## src/rtl/alu_dispatch.sv

```systemverilog
// RV32I ALU operand/op decode feeding a 2-entry skid buffer toward the ALU.
// Latency: 1 cycle from input transfer to out_valid when the output stage is empty or draining.
// Backpressure: in_ready is registered and drops the cycle after the skid register fills.
module alu_dispatch (
  input  logic        clk,
  input  logic        rst_n,
  input  logic        flush,
  input  logic        in_valid,
  output logic        in_ready,
  input  logic [31:0] in_instr,
  input  logic [31:0] in_pc,
  input  logic [31:0] in_rs1,
  input  logic [31:0] in_rs2,
  output logic        out_valid,
  input  logic        out_ready,
  output logic [31:0] out_a,
  output logic [31:0] out_b,
  output logic [3:0]  out_op,
  output logic        out_illegal,
  output logic [2:0]  out_funct3,
  output logic [15:0] issue_count
);

  typedef struct packed {
    logic [31:0] a;
    logic [31:0] b;
    logic [3:0]  op;
    logic        illegal;
    logic [2:0]  funct3;
  } meta_t;

  localparam logic [3:0] OP_ADD  = 4'd0;
  localparam logic [3:0] OP_SUB  = 4'd1;
  localparam logic [3:0] OP_AND  = 4'd2;
  localparam logic [3:0] OP_OR   = 4'd3;
  localparam logic [3:0] OP_XOR  = 4'd4;
  localparam logic [3:0] OP_SLL  = 4'd5;
  localparam logic [3:0] OP_SRL  = 4'd6;
  localparam logic [3:0] OP_SRA  = 4'd7;
  localparam logic [3:0] OP_SLT  = 4'd8;
  localparam logic [3:0] OP_SLTU = 4'd9;
  localparam logic [3:0] OP_ILL  = 4'd15;

  logic [6:0]  opc;
  logic [2:0]  f3;
  logic [6:0]  f7;
  logic [31:0] imm_i;
  logic [31:0] imm_s;
  logic [31:0] imm_u;
  logic [3:0]  alu_op;
  logic        bad;
  meta_t       dec_dat;

  assign opc   = in_instr[6:0];
  assign f3    = in_instr[14:12];
  assign f7    = in_instr[31:25];
  assign imm_i = {{20{in_instr[31]}}, in_instr[31:20]};
  assign imm_s = {{20{in_instr[31]}}, in_instr[31:25], in_instr[11:7]};
  assign imm_u = {in_instr[31:12], 12'h000};

  // funct3 -> op for the register/immediate ALU groups (shift variants resolved below)
  always_comb begin
    alu_op = OP_ADD;
    case (f3)
      3'b000: alu_op = OP_ADD;
      3'b001: alu_op = OP_SLL;
      3'b010: alu_op = OP_SLT;
      3'b011: alu_op = OP_SLTU;
      3'b100: alu_op = OP_XOR;
      3'b101: alu_op = OP_SRL;
      3'b110: alu_op = OP_OR;
      default: alu_op = OP_AND;
    endcase
  end

  always_comb begin
    dec_dat        = '0;
    dec_dat.funct3 = f3;
    bad            = 1'b0;
    case (opc)
      7'b0110011: begin
        dec_dat.a = in_rs1;
        dec_dat.b = in_rs2;
        if (f7 == 7'b0000000)
          dec_dat.op = alu_op;
        else if (f7 == 7'b0100000 && f3 == 3'b000)
          dec_dat.op = OP_SUB;
        else if (f7 == 7'b0100000 && f3 == 3'b101)
          dec_dat.op = OP_SRA;
        else
          bad = 1'b1;
      end
      7'b0010011: begin
        dec_dat.a  = in_rs1;
        dec_dat.b  = imm_i;
        dec_dat.op = alu_op;
        if (f3 == 3'b001 && f7 != 7'b0000000)
          bad = 1'b1;
        else if (f3 == 3'b101) begin
          if (f7 == 7'b0100000)
            dec_dat.op = OP_SRA;
          else if (f7 != 7'b0000000)
            bad = 1'b1;
        end
      end
      7'b1100011: begin
        dec_dat.a = in_rs1;
        dec_dat.b = in_rs2;
        case (f3[2:1])
          2'b00:   dec_dat.op = OP_SUB;
          2'b10:   dec_dat.op = OP_SLT;
          2'b11:   dec_dat.op = OP_SLTU;
          default: bad = 1'b1;
        endcase
      end
      7'b0000011: begin
        dec_dat.a = in_rs1;
        dec_dat.b = imm_i;
      end
      7'b0100011: begin
        dec_dat.a = in_rs1;
        dec_dat.b = imm_s;
      end
      7'b0110111: dec_dat.b = imm_u;
      7'b0010111: begin
        dec_dat.a = in_pc;
        dec_dat.b = imm_u;
      end
      default: bad = 1'b1;
    endcase
    // Every illegal form presents the same clean marker with zeroed operands.
    if (bad) begin
      dec_dat.a       = '0;
      dec_dat.b       = '0;
      dec_dat.op      = OP_ILL;
      dec_dat.illegal = 1'b1;
    end
  end

  meta_t       out_q;
  meta_t       skid_q;
  logic        out_vld_q;
  logic        skid_vld_q;
  logic        in_rdy_q;
  logic [15:0] cnt_q;
  logic        in_xfer;
  logic        out_xfer;

  assign in_xfer  = in_valid & in_rdy_q;
  assign out_xfer = out_vld_q & out_ready;

  always_ff @(posedge clk or negedge rst_n) begin
    if (!rst_n) begin
      out_q      <= '0;
      skid_q     <= '0;
      out_vld_q  <= 1'b0;
      skid_vld_q <= 1'b0;
      in_rdy_q   <= 1'b0;
      cnt_q      <= '0;
    end else if (flush) begin
      out_vld_q  <= 1'b0;
      skid_vld_q <= 1'b0;
      in_rdy_q   <= 1'b1;
    end else begin
      if (out_xfer)
        cnt_q <= cnt_q + 16'd1;
      if (!out_vld_q || out_ready) begin
        // in_ready is low whenever the skid is full, so no new entry can arrive alongside the refill
        if (skid_vld_q) begin
          out_q      <= skid_q;
          out_vld_q  <= 1'b1;
          skid_vld_q <= 1'b0;
        end else begin
          out_vld_q <= in_xfer;
          if (in_xfer)
            out_q <= dec_dat;
        end
        in_rdy_q <= 1'b1;
      end else if (in_xfer) begin
        skid_q     <= dec_dat;
        skid_vld_q <= 1'b1;
        in_rdy_q   <= 1'b0;
      end else begin
        in_rdy_q <= ~skid_vld_q;
      end
    end
  end

  assign in_ready    = in_rdy_q;
  assign out_valid   = out_vld_q;
  assign out_a       = out_q.a;
  assign out_b       = out_q.b;
  assign out_op      = out_q.op;
  assign out_illegal = out_q.illegal;
  assign out_funct3  = out_q.funct3;
  assign issue_count = cnt_q;

endmodule

```

## config.mk

```make
export PLATFORM = sky130hd
export DESIGN_NAME = alu_dispatch
export DESIGN_NICKNAME = d
export VERILOG_FILES = /design/src/rtl/alu_dispatch.sv
export SDC_FILE = /design/constraint.sdc
export NUM_CORES = 1
export LEC_CHECK = 0
export CAP_MARGIN = 5
export CORE_UTILIZATION = 53
export DETAILED_ROUTE_END_ITERATION = 12
export PLACE_DENSITY = 0.89
export SYNTH_ARGS = -nofsm -noshare
export SYNTH_HDL_FRONTEND = slang
export SYNTH_SLANG_ARGS = --single-unit
```

## constraint.sdc

```tcl
create_clock -name clk -period 4.4 [get_ports clk]
set_input_delay 0.44 -clock clk [delete_from_list [all_inputs] [get_ports clk]]
set_output_delay 0.44 -clock clk [all_outputs]
set_load 0.03 [all_outputs]
```

# --- Yosys cells after proc, flatten, opt, wreduce, memory -nomap -nowiden ---
# Cells that the tools add are included.
totals:
  wordCells: 89
  output_inout_bits: 90
  register_bits: 163
classes:
  bitwise_logic: 5
  n_eq_ne: 16
  reduce_logical: 21
  mux: 32
  n_addsub: 1
op_table:
  columns: ["cell", "count"]
  rows:
  - ["72-bit two-way mux", 2]
  - ["32-bit one-hot mux with 4 select lines", 1]
  - ["69-bit two-way mux", 1]
  - ["32-bit one-hot mux with 2 select lines", 1]
  - ["7-bit by 6-bit equality test with 1-bit output, second input constant", 4]
  - ["4-bit one-hot mux with 7 select lines", 1]
  - ["4-bit one-hot mux with 3 select lines", 2]
  - ["1-bit two-way mux", 17]
  - ["16-bit by 1-bit adder with 16-bit output, second input constant", 1]
  - ["4-bit two-way mux", 4]
  - ["7-bit by 5-bit equality test with 1-bit output, second input constant", 2]
  - ["3-bit equality test, second input constant", 3]
  - ["7-bit by 2-bit equality test with 1-bit output, second input constant", 1]
  - ["7-bit equality test, second input constant", 1]
  - ["7-bit logical NOT", 1]
  - ["7-bit nonzero test", 1]
  - ["3-bit by 2-bit equality test with 1-bit output, second input constant", 2]
  - ["3-bit two-way mux", 2]
  - ["3-bit AND reduction", 2]
  - ["2-bit OR reduction", 3]
  - ["5-bit OR reduction", 1]
  - ["2-bit equality test, second input constant", 2]
  - ["1-bit one-hot mux with 4 select lines", 1]
  - ["2-bit nonzero test", 2]
  - ["12 further kinds", 17]

# --- Longest topological paths before layout ---
logic_depth:
  ltp_word: 9
  mapped_depth: 9
  depth_no_buf: 7

# --- Worst setup path before layout ---
# No wires, ideal clock.
synth_path:
  path_type: "input -> register"
  from: "input port in_instr[14]"
  to: "register out_q, in the netlist out_a[2]"
  t_required_ns: 4.323
  path_slack_ns: 2.217
  arrival_time_ns: 2.105
  cell_stages: 8
  n_path_buf: 2
  path_cell_list: "clkbuf_1 -> inv_1 -> ha_1 -> a21oi_1 -> o21ai_1 -> clkbuf_1 -> or4_1 -> a21oi_1"
synth_via:
  elab_chain_len: 9
  elab_cells_between_ends: 20
synth_lines:
  columns: ["item", "line_no", "rtl"]
  rows:
  - ["start: declaration", "10", "input logic [31:0] in_instr,"]
  - ["3-bit equality test", "88, 99", null]
  - ["1-bit logical AND", "88", "else if (f7 == 7'b0100000 && f3 == 3'b101)"]
  - ["1-bit two-way mux", "88", null]
  - ["1-bit two-way mux", "86", "else if (f7 == 7'b0100000 && f3 == 3'b000)"]
  - ["1-bit two-way mux", "84", "if (f7 == 7'b0000000)"]
  - ["1-bit one-hot mux with 4 select lines (*)", "80", "case (opc)"]
  - ["69-bit two-way mux (*)", "132", "if (bad) begin"]
  - ["72-bit two-way mux (*)", "175", "if (in_xfer)"]
  - ["72-bit two-way mux (*)", "169", "if (skid_vld_q) begin"]
  - ["end signal: assignment", "170", "out_q <= skid_q;"]
  - ["end signal: assignment", "176", "out_q <= dec_dat;"]
  - ["end: declaration", "140", "meta_t out_q;"]
# Every way passes the cells marked *; elsewhere a longest branch is shown, timed or not. The select of a mux whose other input is x is not followed.
# A chain may end at the register's enable or synchronous reset.

# --- Worst setup path after layout ---
layout_path:
  from: "register skid_vld_q"
  to: "register out_q, in the netlist out_b[8]"
layout_via:
  elab_chain_len: 2
  elab_cells_between_ends: 3
layout_lines:
  columns: ["item", "line_no", "rtl"]
  rows:
  - ["start: declaration", "143", "logic skid_vld_q;"]
  - ["start signal: assignment", "157", "skid_vld_q <= 1'b0;"]
  - ["start signal: assignment", "162", "skid_vld_q <= 1'b0;"]
  - ["start signal: assignment", "172", "skid_vld_q <= 1'b0;"]
  - ["2-bit nonzero test (no line)", null, null]
  - ["3-bit AND reduction (no line)", null, null]
# Several ways; a longest one is shown, not always the timed one.

==> flow_metrics.tcl <==
set metrics [dict create \
    synthArstFlopShare 1.00 \
    synth_area_leader_cell "dfrtp_1" \
    synth.area.top_cells "dfrtp_1 48%, a21oi_1 5.3%, nand2_1 3.4%" \
    skew_ps 6.02 \
    antenna_found_initial 0 \
    timing_hold_violations_final 0 \
    cts_buffers 17 \
    period_share 0.684 \
    cts_sinks 163 \
    hold_buffers 0 \
    cpLargestDelayFamily "simple AND/OR/NAND/NOR gates" \
    drtIter0Drc 843 \
    place_congestion 0.976 \
    clockRootBuffer "clkbuf_16" \
    grt_pass1_wl_mm 40.0 \
    drive_above_1_share 0.0821 \
    htreeDepth 4 \
    drv_slew 0 \
    drv_cap 0 \
    finalSetupTns_ps 0 \
    syn_area_per_cell_um2 9.70 \
    synthSimpleGateAreaFrac 0.163 \
    synth_flop_cell "dfrtp_1" \
    cts_setup_buffers 0 \
    cts_tree "yes" \
    grt_max_degree 107 \
    cts_buffer_depth 2 \
    firstDrtPassIters 5 \
    synth_cell_types 60 \
    synth-seq-cells 163 \
    min_period_ps 3010 \
    cp-start-kind "flip-flop" \
    die_w_um 129 \
    vias_per_cell 6.25 \
    worstPathCellList "a21oi_1, or3_2, nor2_1, buf_4, nand3_1, o22ai_1" \
    grt_overflow_total 0 \
    synth.top_cells.by_count "163 x dfrtp_1, 90 x a21oi_1, 77 x nand2_1" \
    postRouteAntennaNets 0 \
    postSynthCellCount 875 \
    synth_top_family_by_area "compound AO/OA/AOI/OAI gates" \
    start_util 0.550 \
    fill_cells 1139 \
    synth_edf_count 0 \
    wl_mm 25.2 \
    ioPinCount 223 \
    post_cts_resized 0 \
    grt_pass1_vias 7664 \
    critical-path-slowest-cell "dfrtp_2" \
    finalSetupViolations 0 \
    power_per_cell_area_nw_per_um2 350 \
    drc 0 \
    hold_path_class "in2async" \
    synth.yosys.seq_area_share 0.481 \
    cpPeakStageDelay_ps 960 \
    leakagePower_nw 4.62 \
    syn_nets 1013 \
    syn_area_um2 8490 \
    cp.required_ps 4720 \
    cp_max_fo 59 \
    insertion_delay_ps 420 \
    clk_pin_slew_ps 60 \
    die_area_um2 16500 \
    worst_r2r_startpoint "skid_vld_q" \
    diodes 0 \
    slew_headroom 0.347 \
    rows 45 \
    reg2regPathDepth 6 \
    synthMuxAreaShare 0.0373 \
    synth-compound-area-share 0.245 \
    io_buffers 222 \
    vias 7947 \
    status "finished, final reports clean" \
    worstSetupPathType "reg2reg" \
    regToRegSetupSlack_ps 1390 \
    ys.warnings.count 0 \
    fmax_mhz 332 \
    synth_top_area_frac 0.481 \
    design.core.area_um2 15400 \
    rsz0062_at_grt "no" \
    cp.arrival_ps 3330 \
    nets 1186 \
    yosys.cell_count.top_type "dfrtp_1" \
    cp_num_buf_inv 1 \
    r2r_end "out_b[8]" \
    synth_xor_area_frac 0.0175 \
    area_growth_pct 33.6 \
    synthAdderAreaFrac 0.00737 \
    die_y_um 129 \
    whs_ps 138 \
    max_slew.worst_pin.slew_ps 980 \
    wl_per_cell_um 19.8 \
    grt_usage 0.312 \
    ir_drop_v 0.000308 \
    dp_hpwl_mm 16.5 \
    worstSetupEndpointType "flip-flop" \
]
## cells by family (layout without fill, tap and decap cells)
kind of cell	count (synthesis)	after routing
adder cells (fa/ha/maj)	5	5
buffers and inverters	94	279
XOR/XNOR	17	17
multiplexers	29	29
AO/OA/AOI/OAI	302	302
AND/OR/NAND/NOR	265	265
flip-flops	163	163
## cells in the final DEF, fill, tap and decap left out, types with 3 or more instances in the layout
cell type	netlist	final
a21oi_1	90	90
a221o_1	20	20
a22o_1	4	4
a22oi_1	33	33
a2bb2oi_1	21	21
a31oi_1	6	6
a32oi_1	20	20
and3_1	25	25
buf_4	3	21
clkbuf_1	60	4
clkbuf_16	0	17
clkbuf_8	0	3
clkdlybuf4s50_1	0	221
clkinvlp_4	0	3
dfrtp_1	163	162
ha_1	5	5
inv_1	5	5
mux2_2	21	21
mux2i_1	8	8
nand2_1	77	77
nand2b_1	4	4
nand3_1	16	15
nand3b_1	3	3
nand4_1	3	3
nor2_1	53	53
nor2b_1	17	17
nor3_1	25	24
o211ai_1	5	5
o21ai_0	35	35
o22a_1	6	6
o22ai_1	15	15
o31ai_1	30	30
or4_1	28	28
xnor2_1	11	11
xor2_1	6	6
## per-stage QoR
step                worst slack (ps)   util  total power [W]  std cells  area, µm²
floorplan                       2220      -          0.00214        875       8490
global placement                1240  0.699          0.00255       1240      10800
detailed placement              1250  0.699          0.00257       1240      10800
CTS                             1420  0.735          0.00397       1271      11300
global route                    1230  0.735          0.00411       1271      11300
finish                          1390  0.735          0.00396       1271      11300
## worst max path at each step
stage,cells after the start,start,end
floorplan,8,in_instr[14],out_a[2]
global placement,8,in_instr[14],out_a[14]
detailed placement,8,in_instr[14],out_a[4]
CTS,6,skid_vld_q,out_b[8]
global route,6,skid_vld_q,out_b[8]
finish,6,skid_vld_q,out_b[8]
## sequential cells by signal (all words and copies together), names as in the netlist
name         cells
out_a           32
issue_count     16
skid_vld_q       1
out_illegal      1
out_valid        1
in_ready         1
out_funct3       3
out_op           4
skid_q          72
out_b           32
## power breakdown
group | leakage [nW] | total, W | internal [W] | switching [W]
Clock | 0.263 | 0.00141 | 0.000823 | 0.000591
Sequential | 2.14 | 0.00168 | 0.00161 | 0.0000738
Combinational | 2.22 | 0.000867 | 0.000381 | 0.000486
## layer usage
layer | up-vias | track usage | routed length [µm]
li1 | 3634 | - | -
met1 | 3840 | 0.427 | 10600
met2 | 411 | 0.479 | 11800
met3 | 62 | 0.0649 | 1930
met4 | 0 | 0.141 | 881
met5 | - | 0 | 0
## area by class of cell
cell class / count / area (µm²) / area share
tap: 211 / 264 / 0.0233
inverter: 5 / 18.8 / 0.00166
sequential: 163 / 4080 / 0.360
clock inverter: 7 / 75.1 / 0.00662
clock buffer: 24 / 482 / 0.0425
timing repair buffer: 243 / 2380 / 0.210
multi-input combinational: 618 / 4040 / 0.356
(Power assumes the default switching activity.)
